**src/rtl/rmac_frame_parser_pkg.sv**
```systemverilog
// Shared constants, SIGNAL word layout and helper functions for the receive-side MAC deframer.
package rmac_frame_parser_pkg;

    localparam logic [1:0] ST_IDLE = 2'd0;
    localparam logic [1:0] ST_SIG  = 2'd1;
    localparam logic [1:0] ST_CHK  = 2'd2;
    localparam logic [1:0] ST_PLD  = 2'd3;

    localparam int unsigned SIG_W        = 32'd24;
    localparam int unsigned SIG_RATE_LSB = 32'd0;
    localparam int unsigned SIG_RSVD_BIT = 32'd4;
    localparam int unsigned SIG_LEN_LSB  = 32'd5;
    localparam int unsigned SIG_LEN_W    = 32'd12;
    localparam int unsigned SIG_PAR_BIT  = 32'd17;
    localparam int unsigned SIG_TAIL_LSB = 32'd18;

    localparam logic [3:0] RATE_T0 = 4'b1101;
    localparam logic [3:0] RATE_T1 = 4'b1111;
    localparam logic [3:0] RATE_T2 = 4'b0101;
    localparam logic [3:0] RATE_T3 = 4'b0111;
    localparam logic [3:0] RATE_T4 = 4'b1001;
    localparam logic [3:0] RATE_T5 = 4'b1011;
    localparam logic [3:0] RATE_T6 = 4'b0001;
    localparam logic [3:0] RATE_T7 = 4'b0011;

    localparam int unsigned DEF_MAX_LEN = 32'd4095;
    localparam int unsigned DEF_TIMEOUT = 32'd1024;

    // Field view of the SIGNAL word, most significant field first.
    typedef struct packed {
        logic [5:0]  tail;
        logic        parity;
        logic [11:0] len;
        logic        rsvd;
        logic [3:0]  rate;
    } sig_word_t;

    function automatic logic even_parity_ok(input logic [17:0] v);
        return ~(^v);
    endfunction

    // Returns {valid, type[2:0]} for a RATE nibble.
    function automatic logic [3:0] rate_lookup(input logic [3:0] rate);
        logic [3:0] r;
        case (rate)
            RATE_T0: r = 4'b1_000;
            RATE_T1: r = 4'b1_001;
            RATE_T2: r = 4'b1_010;
            RATE_T3: r = 4'b1_011;
            RATE_T4: r = 4'b1_100;
            RATE_T5: r = 4'b1_101;
            RATE_T6: r = 4'b1_110;
            RATE_T7: r = 4'b1_111;
            default: r = 4'b0_000;
        endcase
        return r;
    endfunction

    function automatic logic [15:0] sat_inc16(input logic [15:0] v);
        return (v == 16'hFFFF) ? v : v + 16'd1;
    endfunction

endpackage

```
**src/rtl/rmac_sig_decode.sv**
```systemverilog
// Combinational SIGNAL-field checker: validates RATE, reserved bit, parity, tail and LENGTH range.
module rmac_sig_decode
    import rmac_frame_parser_pkg::*;
#(
    parameter int unsigned MAX_LEN = DEF_MAX_LEN
) (
    input  logic [23:0] sig_word,
    output logic        ok,
    output logic [3:0]  sig_type,
    output logic [11:0] len
);

    sig_word_t  fields_s;
    logic [3:0] lookup_s;
    logic       len_ok_s;

    // Field extraction and pass/fail decision.
    always_comb begin
        fields_s = sig_word_t'(sig_word);
        lookup_s = rate_lookup(fields_s.rate);
        len      = fields_s.len;
        sig_type = {1'b0, lookup_s[2:0]};
        len_ok_s = (fields_s.len != 12'd0) && ({20'd0, fields_s.len} <= MAX_LEN);
        ok       = lookup_s[3] && (fields_s.rsvd == 1'b0) && even_parity_ok(sig_word[17:0])
                   && (fields_s.tail == 6'd0) && len_ok_s;
    end

endmodule

```
**src/rtl/rmac_frame_parser.sv**
```systemverilog
// Receive MAC deframer: SIGNAL capture/check FSM, LSB-first byte packer and event counters.
// Define RMAC_STATS_EN to build the good/bad frame counters; otherwise both ports read 0.
module rmac_frame_parser
    import rmac_frame_parser_pkg::*;
#(
    parameter int unsigned MAX_LEN = DEF_MAX_LEN,
    parameter int unsigned TIMEOUT = DEF_TIMEOUT
) (
    input  logic        clk,
    input  logic        rst_n,
    input  logic        di_signal,
    input  logic        di_signal_vld,
    input  logic        di_payload,
    input  logic        di_payload_vld,
    output logic        frame_new,
    output logic [15:0] frame_len,
    output logic [3:0]  frame_type,
    output logic [7:0]  byte_out,
    output logic        byte_vld,
    output logic        frame_vld,
    output logic        sig_err,
    output logic        pld_err,
    output logic [15:0] good_cnt,
    output logic [15:0] bad_cnt
);

    localparam int unsigned IDLE_W = (TIMEOUT > 32'd1) ? $clog2(TIMEOUT) : 32'd1;
    localparam logic [IDLE_W-1:0] IDLE_LAST = IDLE_W'(TIMEOUT - 32'd1);
    localparam logic [4:0] SIG_LAST = 5'(SIG_W - 32'd1);

    logic [1:0]        state_r, state_s;
    logic [23:0]       sig_r, sig_s, sig_shift_s, sig_first_s;
    logic [4:0]        bit_cnt_r, bit_cnt_s;
    logic [11:0]       byte_cnt_r, byte_cnt_s;
    logic [IDLE_W-1:0] idle_cnt_r, idle_cnt_s;
    logic [2:0]        pbit_cnt_r, pbit_cnt_s;
    logic [7:0]        pack_r, pack_s, pack_next_s;
    logic              chk_ok_r, chk_ok_s;
    logic              frame_new_s, byte_vld_s, frame_vld_s, sig_err_s, pld_err_s;
    logic [15:0]       frame_len_s;
    logic [3:0]        frame_type_s;
    logic [7:0]        byte_out_s;
    logic              dec_ok_s;
    logic [3:0]        dec_type_s;
    logic [11:0]       dec_len_s;

    // Word as it will look once the current SIGNAL bit is stored; the decoder checks this
    // so the verdict is registered on the same edge that samples the 24th bit.
    always_comb begin
        sig_shift_s            = sig_r;
        sig_shift_s[bit_cnt_r] = di_signal;
        sig_first_s            = {23'd0, di_signal};
        pack_next_s            = {di_payload, pack_r[7:1]};
    end

    rmac_sig_decode #(
        .MAX_LEN (MAX_LEN)
    ) u_sig_decode (
        .sig_word (sig_shift_s),
        .ok       (dec_ok_s),
        .sig_type (dec_type_s),
        .len      (dec_len_s)
    );

    // Next-state and next-output logic for the deframer FSM.
    always_comb begin
        state_s      = state_r;
        sig_s        = sig_r;
        bit_cnt_s    = bit_cnt_r;
        byte_cnt_s   = byte_cnt_r;
        idle_cnt_s   = idle_cnt_r;
        pbit_cnt_s   = pbit_cnt_r;
        pack_s       = pack_r;
        chk_ok_s     = chk_ok_r;
        frame_len_s  = frame_len;
        frame_type_s = frame_type;
        byte_out_s   = byte_out;
        frame_new_s  = 1'b0;
        byte_vld_s   = 1'b0;
        frame_vld_s  = 1'b0;
        sig_err_s    = 1'b0;
        pld_err_s    = 1'b0;
        case (state_r)
            ST_IDLE: begin
                if (di_signal_vld) begin
                    sig_s     = sig_first_s;
                    bit_cnt_s = 5'd1;
                    state_s   = ST_SIG;
                end else begin
                    state_s = ST_IDLE;
                end
            end
            ST_SIG: begin
                if (di_signal_vld) begin
                    sig_s = sig_shift_s;
                    if (bit_cnt_r == SIG_LAST) begin
                        bit_cnt_s = 5'd0;
                        state_s   = ST_CHK;
                        chk_ok_s  = dec_ok_s;
                        if (dec_ok_s) begin
                            frame_new_s  = 1'b1;
                            frame_len_s  = {4'd0, dec_len_s};
                            frame_type_s = dec_type_s;
                        end else begin
                            sig_err_s = 1'b1;
                        end
                    end else begin
                        bit_cnt_s = bit_cnt_r + 5'd1;
                    end
                end else begin
                    state_s = ST_SIG;
                end
            end
            ST_CHK: begin
                byte_cnt_s = 12'd0;
                idle_cnt_s = '0;
                pbit_cnt_s = 3'd0;
                pack_s     = 8'd0;
                if (chk_ok_r) begin
                    state_s = ST_PLD;
                end else begin
                    state_s = ST_IDLE;
                end
            end
            ST_PLD: begin
                if (di_signal_vld) begin
                    // A new SIGNAL pre-empts the payload; its first bit is kept.
                    pld_err_s = 1'b1;
                    sig_s     = sig_first_s;
                    bit_cnt_s = 5'd1;
                    state_s   = ST_SIG;
                end else if (di_payload_vld) begin
                    idle_cnt_s = '0;
                    pack_s     = pack_next_s;
                    pbit_cnt_s = pbit_cnt_r + 3'd1;
                    if (pbit_cnt_r == 3'd7) begin
                        byte_out_s = pack_next_s;
                        byte_vld_s = 1'b1;
                        byte_cnt_s = byte_cnt_r + 12'd1;
                        if ((byte_cnt_r + 12'd1) == frame_len[11:0]) begin
                            frame_vld_s = 1'b1;
                            state_s     = ST_IDLE;
                        end else begin
                            state_s = ST_PLD;
                        end
                    end else begin
                        byte_vld_s = 1'b0;
                    end
                end else if (idle_cnt_r == IDLE_LAST) begin
                    pld_err_s = 1'b1;
                    state_s   = ST_IDLE;
                end else begin
                    idle_cnt_s = idle_cnt_r + 1'b1;
                end
            end
            default: begin
                state_s = ST_IDLE;
            end
        endcase
    end

    // State, datapath and output registers.
    always_ff @(posedge clk or negedge rst_n) begin
        if (!rst_n) begin
            state_r    <= ST_IDLE;
            sig_r      <= 24'd0;
            bit_cnt_r  <= 5'd0;
            byte_cnt_r <= 12'd0;
            idle_cnt_r <= '0;
            pbit_cnt_r <= 3'd0;
            pack_r     <= 8'd0;
            chk_ok_r   <= 1'b0;
            frame_new  <= 1'b0;
            frame_len  <= 16'd0;
            frame_type <= 4'd0;
            byte_out   <= 8'd0;
            byte_vld   <= 1'b0;
            frame_vld  <= 1'b0;
            sig_err    <= 1'b0;
            pld_err    <= 1'b0;
        end else begin
            state_r    <= state_s;
            sig_r      <= sig_s;
            bit_cnt_r  <= bit_cnt_s;
            byte_cnt_r <= byte_cnt_s;
            idle_cnt_r <= idle_cnt_s;
            pbit_cnt_r <= pbit_cnt_s;
            pack_r     <= pack_s;
            chk_ok_r   <= chk_ok_s;
            frame_new  <= frame_new_s;
            frame_len  <= frame_len_s;
            frame_type <= frame_type_s;
            byte_out   <= byte_out_s;
            byte_vld   <= byte_vld_s;
            frame_vld  <= frame_vld_s;
            sig_err    <= sig_err_s;
            pld_err    <= pld_err_s;
        end
    end

`ifdef RMAC_STATS_EN
    // Saturating event counters, updated on the same edge as their pulses.
    always_ff @(posedge clk or negedge rst_n) begin
        if (!rst_n) begin
            good_cnt <= 16'd0;
            bad_cnt  <= 16'd0;
        end else begin
            if (frame_vld_s) begin
                good_cnt <= sat_inc16(good_cnt);
            end
            if (sig_err_s || pld_err_s) begin
                bad_cnt <= sat_inc16(bad_cnt);
            end
        end
    end
`else
    assign good_cnt = 16'd0;
    assign bad_cnt  = 16'd0;
`endif

endmodule
```
**config.mk**
```make
export PLATFORM = sky130hd
export DESIGN_NAME = rmac_frame_parser
export DESIGN_NICKNAME = d
export VERILOG_FILES = /design/src/rtl/rmac_frame_parser_pkg.sv /design/src/rtl/rmac_sig_decode.sv /design/src/rtl/rmac_frame_parser.sv
export SDC_FILE = /design/constraint.sdc
export NUM_CORES = 1
export LEC_CHECK = 0
export BUFFER_PORTS_ARGS = -buffer_cell sky130_fd_sc_hd__buf_2
export CORE_UTILIZATION = 45
export DETAILED_ROUTE_END_ITERATION = 10
export SYNTH_ARGS = -nofsm -noshare
export SYNTH_HDL_FRONTEND = slang
export SYNTH_SLANG_ARGS = --single-unit
```
**constraint.sdc**
```tcl
create_clock -name clk -period 3.9 [get_ports clk]
set_clock_uncertainty 0.05 [all_clocks]
set_input_delay 0.195 -clock clk [delete_from_list [all_inputs] [get_ports clk]]
set_output_delay 0.195 -clock clk [all_outputs]
set_load 0.1 [all_outputs]
```
==> impl_metrics.py, run 1 <==
metrics = {
    "power_and_ir_drop": {
        "power_density_nw_per_um2": 527.8,
        "p_leak_nw": 2.864,
        "worst_ir_drop_vdd_mv": 0.3204,
    },
    "clocking": {
        "htreeDepth": 3,
        "cts-resized-gates": 0,
        "clkTransAtPathRegs_ns": 0.07,
        "clk_latency_ns": 0.35,
        "post-cts-setup-buffer-count": 0,
        "cts_made_buffers": 9,
        "clock_path_buffers": 2,
        "cts_tree": "built",
        "postCtsHoldBufs": 2,
        "clock-root-buffer": "clkbuf_16",
        "cts_sinks": 92,
    },
    "final_layout": {
        "layout-drive-gt1-share": 0.1232,
        "stdcell_area_um2": 5827,
        "final_nets": 624,
        "multi_input_comb_area_um2": 2695,
        "fillers": 1052,
        "layout.area.seq_um2": 2302,
        "final_util": 0.5060,
        "diodes": 0,
        "area_delta_synth_final_pct": 9.063,
    },
    "yosys": {
        "yosysWarnings": 0,
        "synthArstFlopShare": 1.000,
        "synth-seq-cells": 92,
        "synthCells": 573,
        "synth_area_um2": 5343,
        "synth_top_area_cell": "dfrtp_1",
        "ys_seq_area_frac": 0.4309,
        "synthFlopType": "dfrtp_1",
        "ys_types": 58,
        "synth_top_area_share": 0.4309,
        "ys_top_cells_by_area": "dfrtp_1, nand2_1, buf_4",
        "synth-edff-count": 0,
        "syn_area_per_cell_um2": 9.324,
    },
    "critical_path": {
        "crit_arrival_ns": 3.83,
        "crit_slowest_cell": "nor4bb_1",
        "crit_type": "flop to flop",
        "crit_path_cell_trace": "inv_1 -> ha_1 -> nor4bb_1 -> mux2i_1 -> xnor2_1 -> xnor2_2 -> xnor3_1 -> xnor2_2 -> nand4b_4 -> mux2_1",
        "crit_path_max_incr_delay_ns": 0.49,
        "required_ns": 4.08,
        "cpMostUsedCell": "xnor2_2",
        "cp_max_fo": 17,
        "start_kind": "flop",
        "cp-end-kind": "flop",
    },
    "floorplanning": {
        "core_region_area_um2": 11520,
        "rows": 39,
        "ios": 71,
        "die_height_um": 111.0,
        "dieArea_um2": 12310,
        "dieWidth_um": 111.0,
        "initial_core_util": 0.4639,
    },
    "route": {
        "drt_iter0_markers": 294,
        "wl_met2_um": 5343,
        "vias": 4060,
        "m1WireLength_um": 5683,
        "wirelength_um": 11680,
        "wl_per_cell_um": 15.53,
        "final_antenna_net_count": 0,
        "drtPass1Iterations": 7,
        "route.detailed.drc": 11,
        "viasPerCell": 5.399,
        "routed.top_layer": "met4",
        "met3WireLength_um": 422,
    },
    "placed_design": {
        "pre_cts_ws_ns": 0.2674,
        "io_buffers": 33,
        "placed_area_um2": 5513,
        "globalplace.congestion": 0.8567,
        "hpwl_um": 8151,
    },
    "grt": {
        "gr-total-overflow": 0,
        "grt_pass1_vias": 3929,
        "grt_max_degree": 66,
        "grt_pass1_wl_um": 19750,
        "track_usage": 0.2032,
        "antenna_found_initial": 0,
    },
    "timing": {
        "clock.fmax_ghz": 0.2737,
        "layout_worst_path_cycle_share": 0.9368,
        "rsz0062_at_grt": "false",
        "setup_viol": 0,
        "min_period_ns": 3.654,
        "setup_tns_ns": 0,
        "setup_slack_ns": 0.2464,
        "slew_viol_final": 0,
        "whs_ns": 0.1317,
        "max_slew_margin": 0.4426,
        "hold_viol": 0,
        "tightest_slew_ns": 0.8361,
    },
    "min_path": {
        "hold_path_class": "input port to flop",
    },
    "outcome": {
        "outcome": "finished with violations",
        "violations": "design-rule violations",
    },
    "run": {
        "drv_cap": 0,
    },
}
[worst max-delay path: cells and delay by family, from the launching register on]
kind | cells | cell delay (ns)
XOR/XNOR | 4 | 0.93
AND/OR/NAND/NOR | 2 | 0.84
multiplexers | 2 | 0.84
flip-flops | 1 | 0.42
adder cells (fa/ha/maj) | 1 | 0.35
buffers and inverters | 1 | 0.11
[per-layer routing]
layer	up-vias	GRT usage
met5	-	0
met4	0	0.09772
met3	17	0.03499
met2	96	0.3136
met1	1965	0.2770
li1	1982	-
[synth_stat cells (2+ instances only)]
cell type  instances
a21oi_1           17
a22o_1            16
a31oi_1            4
and2_1             3
and3_1             9
buf_1              2
buf_2              6
buf_4             38
clkbuf_1          14
dfrtp_1           92
ha_1              14
inv_1             24
mux2_1             2
mux2_2             7
mux2i_1           23
nand2_1           93
nand2b_1           4
nand3_1           13
nand3b_1           2
nand4_1            8
nand4b_1           4
nor2_1            29
nor2b_1            5
nor3_1             7
nor4_1             3
nor4b_1            4
nor4bb_1           8
o211ai_1           2
o21ai_0           52
o22ai_1            2
o31ai_1            6
or2_2              3
or4_1              2
xnor2_1           21
xnor2_2            2
xor2_1            10
[final cells by class]
cell class              instances  area share
clock buffers                  10     0.04101
clock inverters                 6    0.009448
inverters                      25     0.01610
multi-input cells             431      0.4625
flip-flops and latches         92      0.3951
well taps                     143     0.03071
repair buffers                 45     0.04509
[worst paths after layout]
| path | from | endpoint | slack [ns] | depth (start not counted) |
|---|---|---|---|---|
| min | di_signal_vld | pld_err | 0.13 | 3 |
| min in group asynchronous | rst_n | byte_cnt_r[6] | 0.44 | 2 |
| max in group asynchronous | rst_n | pbit_cnt_r[0] | 2.45 | 3 |
| max reg2reg | bit_cnt_r[1] | frame_len[10] | 0.25 | 10 |
| min reg2reg | byte_out[3] | byte_out[3] | 0.42 | 2 |
| max | bit_cnt_r[1] | frame_len[10] | 0.25 | 10 |
[layout by cell type (no fill, tap or decap), drive strengths merged, types with 10 or more instances in the layout]
cell type / count
inv: 28
o21ai: 52
a22o: 16
clkbuf: 10
a21oi: 17
nand2: 93
buf: 43
mux2i: 24
nor2: 29
conb: 37
ha: 14
xnor2: 23
nand3: 13
dfrtp: 92
xor2: 10
[state kept, by name, summed over array words and instances, names as in the netlist, 2 cells and up]
register and flops:
pbit_cnt_r 3, frame_len 12, frame_type 3, byte_cnt_r 12, state_r 2, bit_cnt_r 5, sig_r 24, pack_r 7
idle_cnt_r 10, byte_out 8
[through the flow]
step,power (mW),std cells
final,3.075,752
after global routing,3.250,752
after CTS,3.098,752
after detailed placement,2.224,734
after global placement,2.203,734
after floorplan,2.009,609
[kinds of logic after synthesis]
family	count (synthesis)	synth area share
adder cells (fa/ha/maj)	14	0.03279
flip-flops	92	0.4309
other	1	0.0007019
buffers and inverters	86	0.08993
multiplexers	33	0.06464
AO/OA/AOI/OAI	111	0.1290
XOR/XNOR	34	0.06112
AND/OR/NAND/NOR	202	0.1909
[power by group]
group / internal (mW) / switching, mW / leakage (nW) / total (mW)
clock network: 0.463 / 0.405 / 0.146 / 0.868
logic: 0.372 / 0.730 / 1.49 / 1.10
registers: 1.03 / 0.0800 / 1.23 / 1.11
No activity file was read; power rests on OpenSTA's default activity.
==> run 2: changes to the inputs <==
--- a/config.mk
+++ b/config.mk
@@ -8,6 +8,7 @@
 export BUFFER_PORTS_ARGS = -buffer_cell sky130_fd_sc_hd__buf_2
 export CORE_UTILIZATION = 45
 export DETAILED_ROUTE_END_ITERATION = 10
+export REMOVE_ABC_BUFFERS = 1
 export SYNTH_ARGS = -nofsm -noshare
 export SYNTH_HDL_FRONTEND = slang
 export SYNTH_SLANG_ARGS = --single-unit
==> run 2 against run 1 <==
- the run still ends with design-rule violations left
- die area did not move
- clock-buffer cell count did not move
- clock power rose by 4.1%
- core utilization barely moved
- critical path type unchanged
- largest cell class unchanged
==> impl_metrics.py, run 2 (same netlist as run 1, synthesis figures left out) <==
metrics = {
    "outcome": {
        "outcome": "finished with violations",
        "violations": "design-rule violations",
    },
    "grt": {
        "grtUsageMet2": 0.3325,
        "use_met3": 0.04046,
        "antenna_found_initial": 0,
        "grt_max_degree": 62,
        "gr-max-usage-layer": "met2",
        "track_usage": 0.2043,
        "grt_pass1_vias": 3958,
        "gr-total-overflow": 0,
        "grt_pass1_wl_um": 19840,
        "grt_use_met1": 0.2714,
    },
    "power_and_ir_drop": {
        "p_leak_nw": 2.866,
        "power_density_nw_per_um2": 532.4,
        "worst_ir_drop_vdd_mv": 0.3099,
    },
    "final_layout": {
        "final_util": 0.5064,
        "top_regs": "sig_r: 24 flops, byte_cnt_r: 12 flops, frame_len: 12 flops",
        "largest_reg_flops": 24,
        "final_cell_mix": "nand2_1, dfrtp_1, o21ai_0",
        "final_nets": 624,
        "layout-drive-gt1-share": 0.1215,
        "diodes": 0,
        "final_common_cell": "nand2_1",
        "regMostFlops": "sig_r",
        "area_delta_synth_final_pct": 9.157,
    },
    "floorplanning": {
        "die_height_um": 111.0,
        "ios": 71,
        "initial_core_util": 0.4639,
        "dieWidth_um": 111.0,
        "core_region_area_um2": 11520,
        "dieArea_um2": 12310,
        "rows": 39,
    },
    "timing": {
        "tightest_slew_ns": 0.7866,
        "layout_worst_path_cycle_share": 0.9235,
        "setup_tns_ns": 0,
        "max_slew_margin": 0.4756,
        "rsz0062_at_grt": "false",
        "clock.fmax_ghz": 0.2777,
        "setup_viol": 0,
        "slew_viol_final": 0,
        "hold_viol": 0,
        "min_period_ns": 3.602,
    },
    "clocking": {
        "htreeDepth": 3,
        "cts_made_buffers": 9,
        "cts-resized-gates": 0,
        "clock_path_buffers": 2,
        "clkTransAtPathRegs_ns": 0.07,
        "clock-root-buffer": "clkbuf_16",
        "postCtsHoldBufs": 2,
        "cts_sinks": 92,
        "cts_tree": "built",
        "post-cts-setup-buffer-count": 0,
        "clk_latency_ns": 0.35,
    },
    "critical_path": {
        "cp-end-kind": "flop",
        "cp_max_fo": 17,
        "crit_arrival_ns": 3.79,
        "start_kind": "flop",
        "crit_type": "flop to flop",
        "reg2regPathDepth": 10,
        "required_ns": 4.09,
    },
    "route": {
        "viasPerCell": 5.472,
        "wl_per_cell_um": 15.68,
        "final_antenna_net_count": 0,
        "drt_iter0_markers": 267,
        "vias": 4115,
        "wirelength_um": 11790,
        "drtPass1Iterations": 8,
        "route.detailed.drc": 16,
    },
    "placed_design": {
        "io_buffers": 33,
        "hpwl_um": 8149,
        "globalplace.congestion": 0.8619,
    },
    "run": {
        "drv_cap": 0,
    },
    "min_path": {
        "hold_path_class": "input port to flop",
        "min_path_cells": 3,
    },
}
==> run 2: cell count changes in the layout (fill, tap and decap cells not counted), sizes merged <==
cell    change
inv         -1
bufinv      +1
==> run 2: metal layers <==
layer | up-vias | part of all wire
met2 | 113 | 0.47
met3 | 16 | 0.052
met4 | 0 | 0.015
met5 | - | 0
met1 | 2008 | 0.46
li1 | 1978 | -
==> run 2: where the power goes <==
part / internal [mW] / leakage (nW) / switching [mW]
Combinational: 0.366 / 1.49 / 0.730
Clock: 0.504 / 0.148 / 0.399
Sequential: 1.03 / 1.23 / 0.0794
==> run 2: cell type report <==
type                            instances  area (µm²)
Fill cell                            1083        5684
Multi-Input combinational cell        431        2695
Sequential cell                        92        2302
Timing Repair Buffer                   45       262.8
Clock buffer                           10       229.0
Tap cell                              143       178.9
Inverter                               25       93.84
Clock inverter                          6       70.07
==> run 2: critical path: stages (launching register included) <==
cell      delay (ns)
dfrtp_1         0.42
inv_1           0.12
ha_1            0.30
nor4bb_1        0.42
mux2i_1         0.42
xnor2_1         0.18
xnor2_2         0.21
xnor3_1         0.36
xnor2_2         0.21
nand4b_4        0.36
mux2_1          0.43
==> run 2: worst paths after layout <==
kind,startpoint,end,slack (ns)
setup / recovery,bit_cnt_r[0],frame_len[10],0.30
hold / removal,di_signal_vld,pld_err,0.14
setup reg to reg,bit_cnt_r[0],frame_len[10],0.30
hold reg to reg,byte_out[6],byte_out[6],0.42
max in group asynchronous,rst_n,idle_cnt_r[1],2.45
min in group asynchronous,rst_n,byte_vld,0.40
==> run 2: through the flow <==
stage / setup WS (ns) / cells / instance area, µm² / power, mW / hold WS, ns
after floorplan: 0.5586 / 548 / 5091 / 1.945 / -0.1506
after global placement: 0.4407 / 734 / 5513 / 2.193 / 0.2712
after detailed placement: 0.2950 / 734 / 5513 / 2.220 / 0.2832
after CTS: 0.2770 / 752 / 5832 / 3.136 / 0.1232
after global routing: 0.01669 / 752 / 5832 / 3.288 / 0.1541
final: 0.2985 / 752 / 5832 / 3.105 / 0.1372
